## src/rtl/scroll_controller_if.sv

```systemverilog
// Frame and collision signals between the video timing logic and the
// scroll sequencer. The sequencer sits on the slave side.
interface scroll_controller_if;
  logic        new_frame;
  logic        start_in;
  logic [10:0] x_center_mass;
  logic        collision_in;
  logic [11:0] offset_out;
  logic        collision_out;
  logic        done_out;
  logic [7:0]  hit_count_out;
  logic [1:0]  state_out;

  modport master (
    output new_frame, start_in, x_center_mass, collision_in,
    input  offset_out, collision_out, done_out, hit_count_out, state_out
  );

  modport slave (
    input  new_frame, start_in, x_center_mass, collision_in,
    output offset_out, collision_out, done_out, hit_count_out, state_out
  );
endinterface

```

## src/rtl/scroll_controller.sv

```systemverilog
// Frame-rate scroll sequencer: advances the background offset once per frame,
// freezes for HIT_FRAMES frames after a collision and stops at the end of the map.
module scroll_controller #(
  parameter int MAX_OFFSET   = 2096,
  parameter int SLOW_STEP    = 1,
  parameter int FAST_STEP    = 4,
  parameter int LEFT_THRESH  = 320,
  parameter int RIGHT_THRESH = 960,
  parameter int HIT_FRAMES   = 60
) (
  input  logic               pixel_clk_in,
  input  logic               rst_n_in,
  scroll_controller_if.slave bus
);

  typedef enum logic [1:0] {
    IDLE   = 2'd0,
    SCROLL = 2'd1,
    HIT    = 2'd2,
    DONE   = 2'd3
  } state_t;

  localparam logic [12:0] MAX13 = 13'(MAX_OFFSET);

  state_t      state_q, state_d;
  logic [11:0] offset_q, offset_d;
  logic [7:0]  hit_count_q, hit_count_d;
  logic [7:0]  hit_left_q, hit_left_d;
  logic        sticky_q, sticky_d;
  logic        collision_q, collision_d;
  logic        done_q, done_d;

  logic [12:0] step_s;
  logic [12:0] sum_s;
  logic [11:0] next_offset_s;
  logic        frame_hit_s;

  // Step selection and saturating 13-bit advance so the sum cannot wrap
  always_comb begin
    step_s = 13'd0;
    if (bus.x_center_mass < 11'(LEFT_THRESH)) begin
      step_s = 13'd0;
    end else if (bus.x_center_mass > 11'(RIGHT_THRESH)) begin
      step_s = 13'(FAST_STEP);
    end else begin
      step_s = 13'(SLOW_STEP);
    end
    sum_s         = {1'b0, offset_q} + step_s;
    next_offset_s = (sum_s >= MAX13) ? MAX13[11:0] : sum_s[11:0];
    frame_hit_s   = sticky_q | bus.collision_in;
  end

  // Next-state and datapath decisions
  always_comb begin
    state_d     = state_q;
    offset_d    = offset_q;
    hit_count_d = hit_count_q;
    hit_left_d  = hit_left_q;
    if (bus.new_frame) begin
      sticky_d = 1'b0;
    end else if ((state_q == SCROLL) && bus.collision_in) begin
      sticky_d = 1'b1;
    end else begin
      sticky_d = sticky_q;
    end

    case (state_q)
      IDLE, DONE: begin
        if (bus.start_in) begin
          state_d     = SCROLL;
          offset_d    = 12'd0;
          hit_count_d = 8'd0;
          sticky_d    = 1'b0;
        end else begin
          state_d = state_q;
        end
      end
      SCROLL: begin
        if (bus.new_frame && frame_hit_s) begin
          state_d     = HIT;
          hit_count_d = (hit_count_q == 8'hFF) ? 8'hFF : hit_count_q + 8'd1;
          hit_left_d  = 8'(HIT_FRAMES);
        end else if (bus.new_frame) begin
          offset_d = next_offset_s;
          state_d  = (next_offset_s == MAX13[11:0]) ? DONE : SCROLL;
        end else begin
          state_d = SCROLL;
        end
      end
      HIT: begin
        if (bus.new_frame && (hit_left_q == 8'd1)) begin
          state_d = SCROLL;
        end else if (bus.new_frame) begin
          hit_left_d = hit_left_q - 8'd1;
        end else begin
          state_d = HIT;
        end
      end
      default: begin
        state_d = IDLE;
      end
    endcase

    collision_d = (state_d == HIT);
    done_d      = (state_d == DONE);
  end

  // State and registered outputs
  always_ff @(posedge pixel_clk_in or negedge rst_n_in) begin
    if (!rst_n_in) begin
      state_q     <= IDLE;
      offset_q    <= 12'd0;
      hit_count_q <= 8'd0;
      hit_left_q  <= 8'd0;
      sticky_q    <= 1'b0;
      collision_q <= 1'b0;
      done_q      <= 1'b0;
    end else begin
      state_q     <= state_d;
      offset_q    <= offset_d;
      hit_count_q <= hit_count_d;
      hit_left_q  <= hit_left_d;
      sticky_q    <= sticky_d;
      collision_q <= collision_d;
      done_q      <= done_d;
    end
  end

  assign bus.offset_out    = offset_q;
  assign bus.state_out     = state_q;
  assign bus.collision_out = collision_q;
  assign bus.done_out      = done_q;
  assign bus.hit_count_out = hit_count_q;

endmodule

```

## src/flat_wrapper.sv

```systemverilog
// flat-port wrapper written by rule: the top's interface ports become plain ports
module scroll_controller_flat 
#(
  parameter int MAX_OFFSET   = 2096,
  parameter int SLOW_STEP    = 1,
  parameter int FAST_STEP    = 4,
  parameter int LEFT_THRESH  = 320,
  parameter int RIGHT_THRESH = 960,
  parameter int HIT_FRAMES   = 60
)
  (pixel_clk_in, rst_n_in, bus_new_frame, bus_start_in, bus_x_center_mass, bus_collision_in, bus_offset_out, bus_collision_out, bus_done_out, bus_hit_count_out, bus_state_out);
  scroll_controller_if bus_i ();
  input  logic pixel_clk_in;
  input  logic rst_n_in;
  input wire logic [$bits(bus_i.new_frame)-1:0] bus_new_frame;
  input wire logic [$bits(bus_i.start_in)-1:0] bus_start_in;
  input wire logic [$bits(bus_i.x_center_mass)-1:0] bus_x_center_mass;
  input wire logic [$bits(bus_i.collision_in)-1:0] bus_collision_in;
  output wire logic [$bits(bus_i.offset_out)-1:0] bus_offset_out;
  output wire logic [$bits(bus_i.collision_out)-1:0] bus_collision_out;
  output wire logic [$bits(bus_i.done_out)-1:0] bus_done_out;
  output wire logic [$bits(bus_i.hit_count_out)-1:0] bus_hit_count_out;
  output wire logic [$bits(bus_i.state_out)-1:0] bus_state_out;
  assign bus_i.new_frame = bus_new_frame;
  assign bus_i.start_in = bus_start_in;
  assign bus_i.x_center_mass = bus_x_center_mass;
  assign bus_i.collision_in = bus_collision_in;
  assign bus_offset_out = bus_i.offset_out;
  assign bus_collision_out = bus_i.collision_out;
  assign bus_done_out = bus_i.done_out;
  assign bus_hit_count_out = bus_i.hit_count_out;
  assign bus_state_out = bus_i.state_out;
  scroll_controller #(.MAX_OFFSET(MAX_OFFSET), .SLOW_STEP(SLOW_STEP), .FAST_STEP(FAST_STEP), .LEFT_THRESH(LEFT_THRESH), .RIGHT_THRESH(RIGHT_THRESH), .HIT_FRAMES(HIT_FRAMES)) u_core (.pixel_clk_in(pixel_clk_in), .rst_n_in(rst_n_in), .bus(bus_i));
endmodule
```

## config.mk

```make
export PLATFORM = sky130hd
export DESIGN_NAME = scroll_controller_flat
export DESIGN_NICKNAME = d
export VERILOG_FILES = /design/src/rtl/scroll_controller_if.sv /design/src/rtl/scroll_controller.sv /design/src/flat_wrapper.sv
export SDC_FILE = /design/constraint.sdc
export NUM_CORES = 1
export LEC_CHECK = 0
export CAP_MARGIN = 10
export CORE_MARGIN = 5
export CORE_UTILIZATION = 40
export DETAILED_ROUTE_END_ITERATION = 10
export GPL_TIMING_DRIVEN = 0
export PLACE_DENSITY = 0.75
export SYNTH_ARGS = -nofsm -noshare
export SYNTH_HDL_FRONTEND = slang
export SYNTH_SLANG_ARGS = --single-unit
```

## constraint.sdc

```tcl
create_clock -name pixel_clk_in -period 2.85 [get_ports pixel_clk_in]
set_input_delay 0.855 -clock pixel_clk_in [delete_from_list [all_inputs] [get_ports pixel_clk_in]]
set_output_delay 0.855 -clock pixel_clk_in [all_outputs]
set_load 0.05 [all_outputs]
```

[Word level (Yosys, flattened, before mapping)]
Cells that the tools add are included.
Widths: inputs -> output; s select.
Word-level totals
  flip-flop bits (word level): 33
Operators by class
  add/subtract/negate cells: 3
  order comparisons: 3
  equal/unequal tests: 14
  muxes and demuxes: 26
  bitwise logic cells: 1
  reduce and logical (&&, ||, !) cells: 10
Operators with widths (count)
  $mux 12: 4
  $mux 8: 6
  $pmux 8 s2: 2
  $pmux 12 s2: 1
  $add 12x3->13: 1
  $ge 13x12->1 const B: 1
  $eq 12x12->1 const B: 1
  $mux 2: 6
  $ne 2x2->1 const B: 6
  $gt 11x10->1 const B: 1
  $lt 11x9->1 const B: 1
  $add 8x1->8 const B: 1
  $eq 2x2->1 const B: 4
  $eq 8x1->1 const B: 1
  $eq 8x8->1 const B: 1
  $reduce_and 4->1: 2
  $sub 8x1->8 const B: 1
  $mux 3: 2
  $pmux 2 s3: 1
  $mux 1: 4
  $reduce_bool 2->1: 2
  $logic_and 1x1->1: 3
  $reduce_and 3->1: 1
  $eq 2x1->1 const B: 1
  3 further kinds: 3

[Longest topological paths before layout]
  word-level depth: 12
  mapped depth: 12

[Least setup slack after synthesis]
No wires, ideal clock.
  path type: in2reg
  start point: input port bus_x_center_mass[1]
  end point: register u_core.offset_q[7] (netlist: u_core.bus.offset_out[7])
  setup time: 0.067 ns
  arrival: 3.392 ns
  data required time: 2.783 ns
  slack: -0.609 ns
  cell stages on the path: 12
  path buffers: 0
  path through: or4_1 nor3_1 o21bai_1 a21oi_1 ha_1 ha_1 a21oi_1 nor2_1 a32o_2 nand4_4 a211oi_4 a41o_1
Between the ends
  cells in the longest elaborated chain, start to end: 9
  elaborated cells on any way between the ends: 10
  those cells by class: 1 x add/sub; 3 x order compare; 6 x mux
Ends and longest elaborated chain
  start: declaration: line flat_wrapper.sv:17  | input wire logic [$bits(bus_i.x_center_mass)-1:0] bus_x_center_mass;
  $gt 11x10->1: line scroll_controller.sv:43  | end else if (bus.x_center_mass > 11'(RIGHT_THRESH)) begin
  $mux 3: line scroll_controller.sv:43
  $mux 3 (*): line scroll_controller.sv:41  | if (bus.x_center_mass < 11'(LEFT_THRESH)) begin
  $add 12x3->13 (*): line scroll_controller.sv:48  | sum_s = {1'b0, offset_q} + step_s;
  $ge 13x12->1: line scroll_controller.sv:49  | next_offset_s = (sum_s >= MAX13) ? MAX13[11:0] : sum_s[11:0];
  $mux 12 (*): line scroll_controller.sv:49
  $mux 12 (*): line scroll_controller.sv:83  | end else if (bus.new_frame) begin
  $mux 12 (*): line scroll_controller.sv:79  | if (bus.new_frame && frame_hit_s) begin
  $pmux 12 s2 (*): line scroll_controller.sv:67  | case (state_q)
  end signal: assignment: line scroll_controller.sv:120  | offset_q <= offset_d;
  end: declaration: line scroll_controller.sv:26  | logic [11:0] offset_q, offset_d;
Every way passes the cells marked *; elsewhere a longest branch is shown, timed or not. The select of a mux whose other input is x is not followed.
A chain may end at the register's enable or synchronous reset.

[Final worst setup path]
  start point: input port bus_x_center_mass[5]
  end point: register u_core.offset_q[7] (netlist: u_core.bus.offset_out[7])
Same word-level chain as after synthesis.

==> flow_summary.ini <==
[layout]
share_of_cells_above_drive_strength_1_pct = 19.5
nNetsFinal = 310
final_cell_count_no_fill = 357
num-fill-cells = 471
insertedDiodeCount = 0
area_growth_syn_to_layout_pct = 37.4

[cts]
cts_buffers = 5
cts.root.buffer_cell = clkbuf_8
clock_latency_ps = 290
tritoncts = yes
clk_pin_slew_ps = 70
holdBufCountCts = 0
ctsLongestPathBuffers = 2
cts_sinks = 33
htree_levels = 2

[sta]
timing.final.crit_share_pct = 113
setup_viol_count_final = 15
max_freq_mhz = 310
hold_violations = 0
layout_min_cycle_time_ps = 3220
skew_ps = 4.90
drv_slew = 0
worst-slew-pin-transition_ps = 758
max-slew-margin-rel_pct = 49.4
aggregate_negative_setup_slack_ps = -4550
final_critical_path_setup_slack_ps = -374
rsz_0062_raised_after_global_routing = true

[yosys]
synth-seq-area-share_pct = 39.5
yosys.cell_types.count = 54
postSynthNetCount = 254
post_synth_inst_count = 230
postSynth.asyncResetShare_pct = 100
postSynthRegisterBits = 33
post_synth_edffs = 0
synth_flop_type = dfrtp_1
yosysWarnings = 0
synth_area_per_cell_sq_um = 9.08
post_synth_instance_area_sq_um = 2090

[floorplan]
floorplan.die_area_sq_um = 6770
die_height_um = 82.3
placeableCoreArea_sq_um = 5070
floorplan.initialDensity_pct = 41.1
boundaryPins = 40
dieWidth_um = 82.3
placement_rows = 26

[drt]
wl_met3_um = 227
drc = 0
detail_route.wirelength.met1_um = 2330
detail_route.iter0.violations = 77
detail_route.first_pass.iterations = 4
drt_wl_total_um = 5380
route.vias.total = 1996
antenna_violating_nets_post_route = 0
detail_route.wl_per_cell_um = 15.1
routed.top_layer = met4
via_per_inst = 5.59
met2_wirelength_um = 2700

[critical_path]
timing.rr.start = u_core.bus.state_out[0]
setup.worst_path.start = bus_x_center_mass[5]
cp.required_ps = 3080
cp_data_arrival_time_ps = 3450
timing_worst_setup_path_type = input port to register
crit_path_max_fanout = 8
critical_path.endpoint_type = register
start_kind = input port

[placement]
port-buffer-count = 39
dpl.cell_count = 339
finalWeightedCongestion = 0.843
post-dp-hpwl_um = 3600
post-place-ws_ps = -1340

[run]
maxCapViolCount = 0

[hold_path]
worstHoldStart = u_core.hit_left_q[2]
holdCritPathClass = register to register

[grt]
first_global_vias = 1935
grt_max_degree = 34
grt_antenna_before_repair = 0
wire_length_of_the_first_global_routing_pass_um = 8780
grt_overflow_total = 0
gr-usage-all-layers_pct = 16.5

[power]
ir_drop_v = 0.000411
power_per_cell_area_nw_per_um2 = 814
power.static_leakage_nw = 1.16

[outcome]
run_status = complete, but fails checks
failed_checks = setup timing
## state kept, by name (all words and copies together), names as in the netlist
name and count:
u_core.bus.state_out 2, u_core.bus.collision_out 1, u_core.bus.hit_count_out 8, u_core.hit_left_q 8, u_core.bus.offset_out 12, u_core.bus.done_out 1
u_core.sticky_q 1
## metal layers
metal | global-route usage [%] | vias up
met4 | 5.48 | 0
met3 | 3.58 | 14
met1 | 21.0 | 959
met2 | 27.6 | 56
met5 | 0 | -
li1 | - | 967
## synthesized netlist by cell type (2+ instances only)
| library cell | instances | area share [%] |
|---|---|---|
| mux2i_1 | 4 | 1.9 |
| inv_1 | 11 | 2.0 |
| xor2_1 | 2 | 0.84 |
| nor3_1 | 7 | 1.7 |
| a31oi_1 | 3 | 0.90 |
| ha_1 | 8 | 4.8 |
| clkbuf_1 | 4 | 0.72 |
| a21o_1 | 2 | 0.72 |
| dfrtp_1 | 33 | 40 |
| nor2_1 | 16 | 2.9 |
| or3_1 | 2 | 0.60 |
| xnor2_1 | 6 | 2.5 |
| a21oi_1 | 21 | 5.0 |
| and3_1 | 4 | 1.2 |
| o31ai_1 | 3 | 1.1 |
| nand4_1 | 5 | 1.5 |
| a22o_1 | 6 | 2.5 |
| a41oi_1 | 2 | 0.84 |
| o21bai_1 | 2 | 0.72 |
| o21ai_0 | 15 | 3.6 |
| nor2b_1 | 2 | 0.60 |
| a311o_1 | 2 | 0.96 |
| or2_2 | 2 | 0.60 |
| a21o_2 | 2 | 0.84 |
| nand3_1 | 11 | 2.6 |
| nand2_1 | 27 | 4.9 |
## worst paths after layout
check | end | slack, ps | depth (start not counted)
worst max-delay path | u_core.bus.offset_out[7] | -370 | 14
worst min-delay path | u_core.hit_left_q[2] | 550 | 2
worst max register to register | u_core.bus.offset_out[5] | 590 | 8
worst min register to register | u_core.hit_left_q[2] | 550 | 2
max in group asynchronous | u_core.bus.offset_out[2] | 1740 | 1
min in group asynchronous | u_core.hit_left_q[4] | 640 | 1
## power by group
group,leakage [nW],total (W),internal [W],switching (W)
clock,0.0450,0.000343,0.000169,0.000173
combinational,0.680,0.00130,0.000483,0.000812
sequential,0.433,0.000699,0.000580,0.000118
total,1.16,0.00234,0.00123,0.00110
## cells by family (layout without fill, tap and decap cells)
| family | Yosys count | in the layout | synth area share [%] |
|---|---|---|---|
| xor gates and xnor gates | 8 | 8 | 3.36 |
| muxes | 6 | 6 | 3.18 |
| adders and majority gates | 8 | 8 | 4.79 |
| buffers and inverters | 16 | 73 | 2.94 |
| DFF | 33 | 33 | 39.5 |
| AOI/OAI and AO/OA | 70 | 70 | 23.5 |
| and+or+nand+nor | 89 | 89 | 22.6 |
## repair_timing
action	in CTS	in global routing
setup buffers	8	3
pin swaps	18	16
setup endpoints to repair	15	17
gates resized for setup	25	17
## layout by cell type, fill, tap and decap left out, drive strengths merged, types with 6 or more instances in the layout
cell	count
nand2	27
inv	11
clkdlybuf4s50	34
ha	8
a22o	6
nor3	7
nand3	11
nor2	16
buf	15
xnor2	6
o21ai	15
clkbuf	10
a21oi	22
nand4	6
dfrtp	33
## critical path, stage by stage
cell      delay [ps]
buf_6             90
or4_4            530
nor3_4           130
o21bai_2         120
a21oi_2          160
ha_4             210
ha_4             180
a21oi_2           90
nor2_2           140
a32o_2           240
nand4_4          130
a211oi_4         260
buf_6            160
a41o_1           160
## area by class of cell
class / count / area, sq um / share of cell area [%]
multi-input cells: 181 / 1340 / 46.8
flip-flops and latches: 33 / 826 / 28.8
repair buffers: 49 / 470 / 16.4
well taps: 70 / 87.6 / 3.05
clock buffers: 6 / 72.6 / 2.53
inverters: 11 / 41.3 / 1.44
plain buffers: 5 / 20.0 / 0.697
clock inverters: 2 / 10.0 / 0.349
## stage by stage
stage / cell area, sq um / utilization (%) / hold slack (ps) / total power, W
global route: 2870 / 56.6 / 582 / 0.00251
global placement: 2580 / 50.9 / 523 / 0.00189
CTS: 2790 / 54.9 / 550 / 0.00232
detailed placement: 2580 / 50.8 / 538 / 0.00192
floorplan: 2110 / - / 497 / 0.00158
finish: 2870 / 56.6 / 549 / 0.00234
No activity file was read; power rests on OpenSTA's default activity.
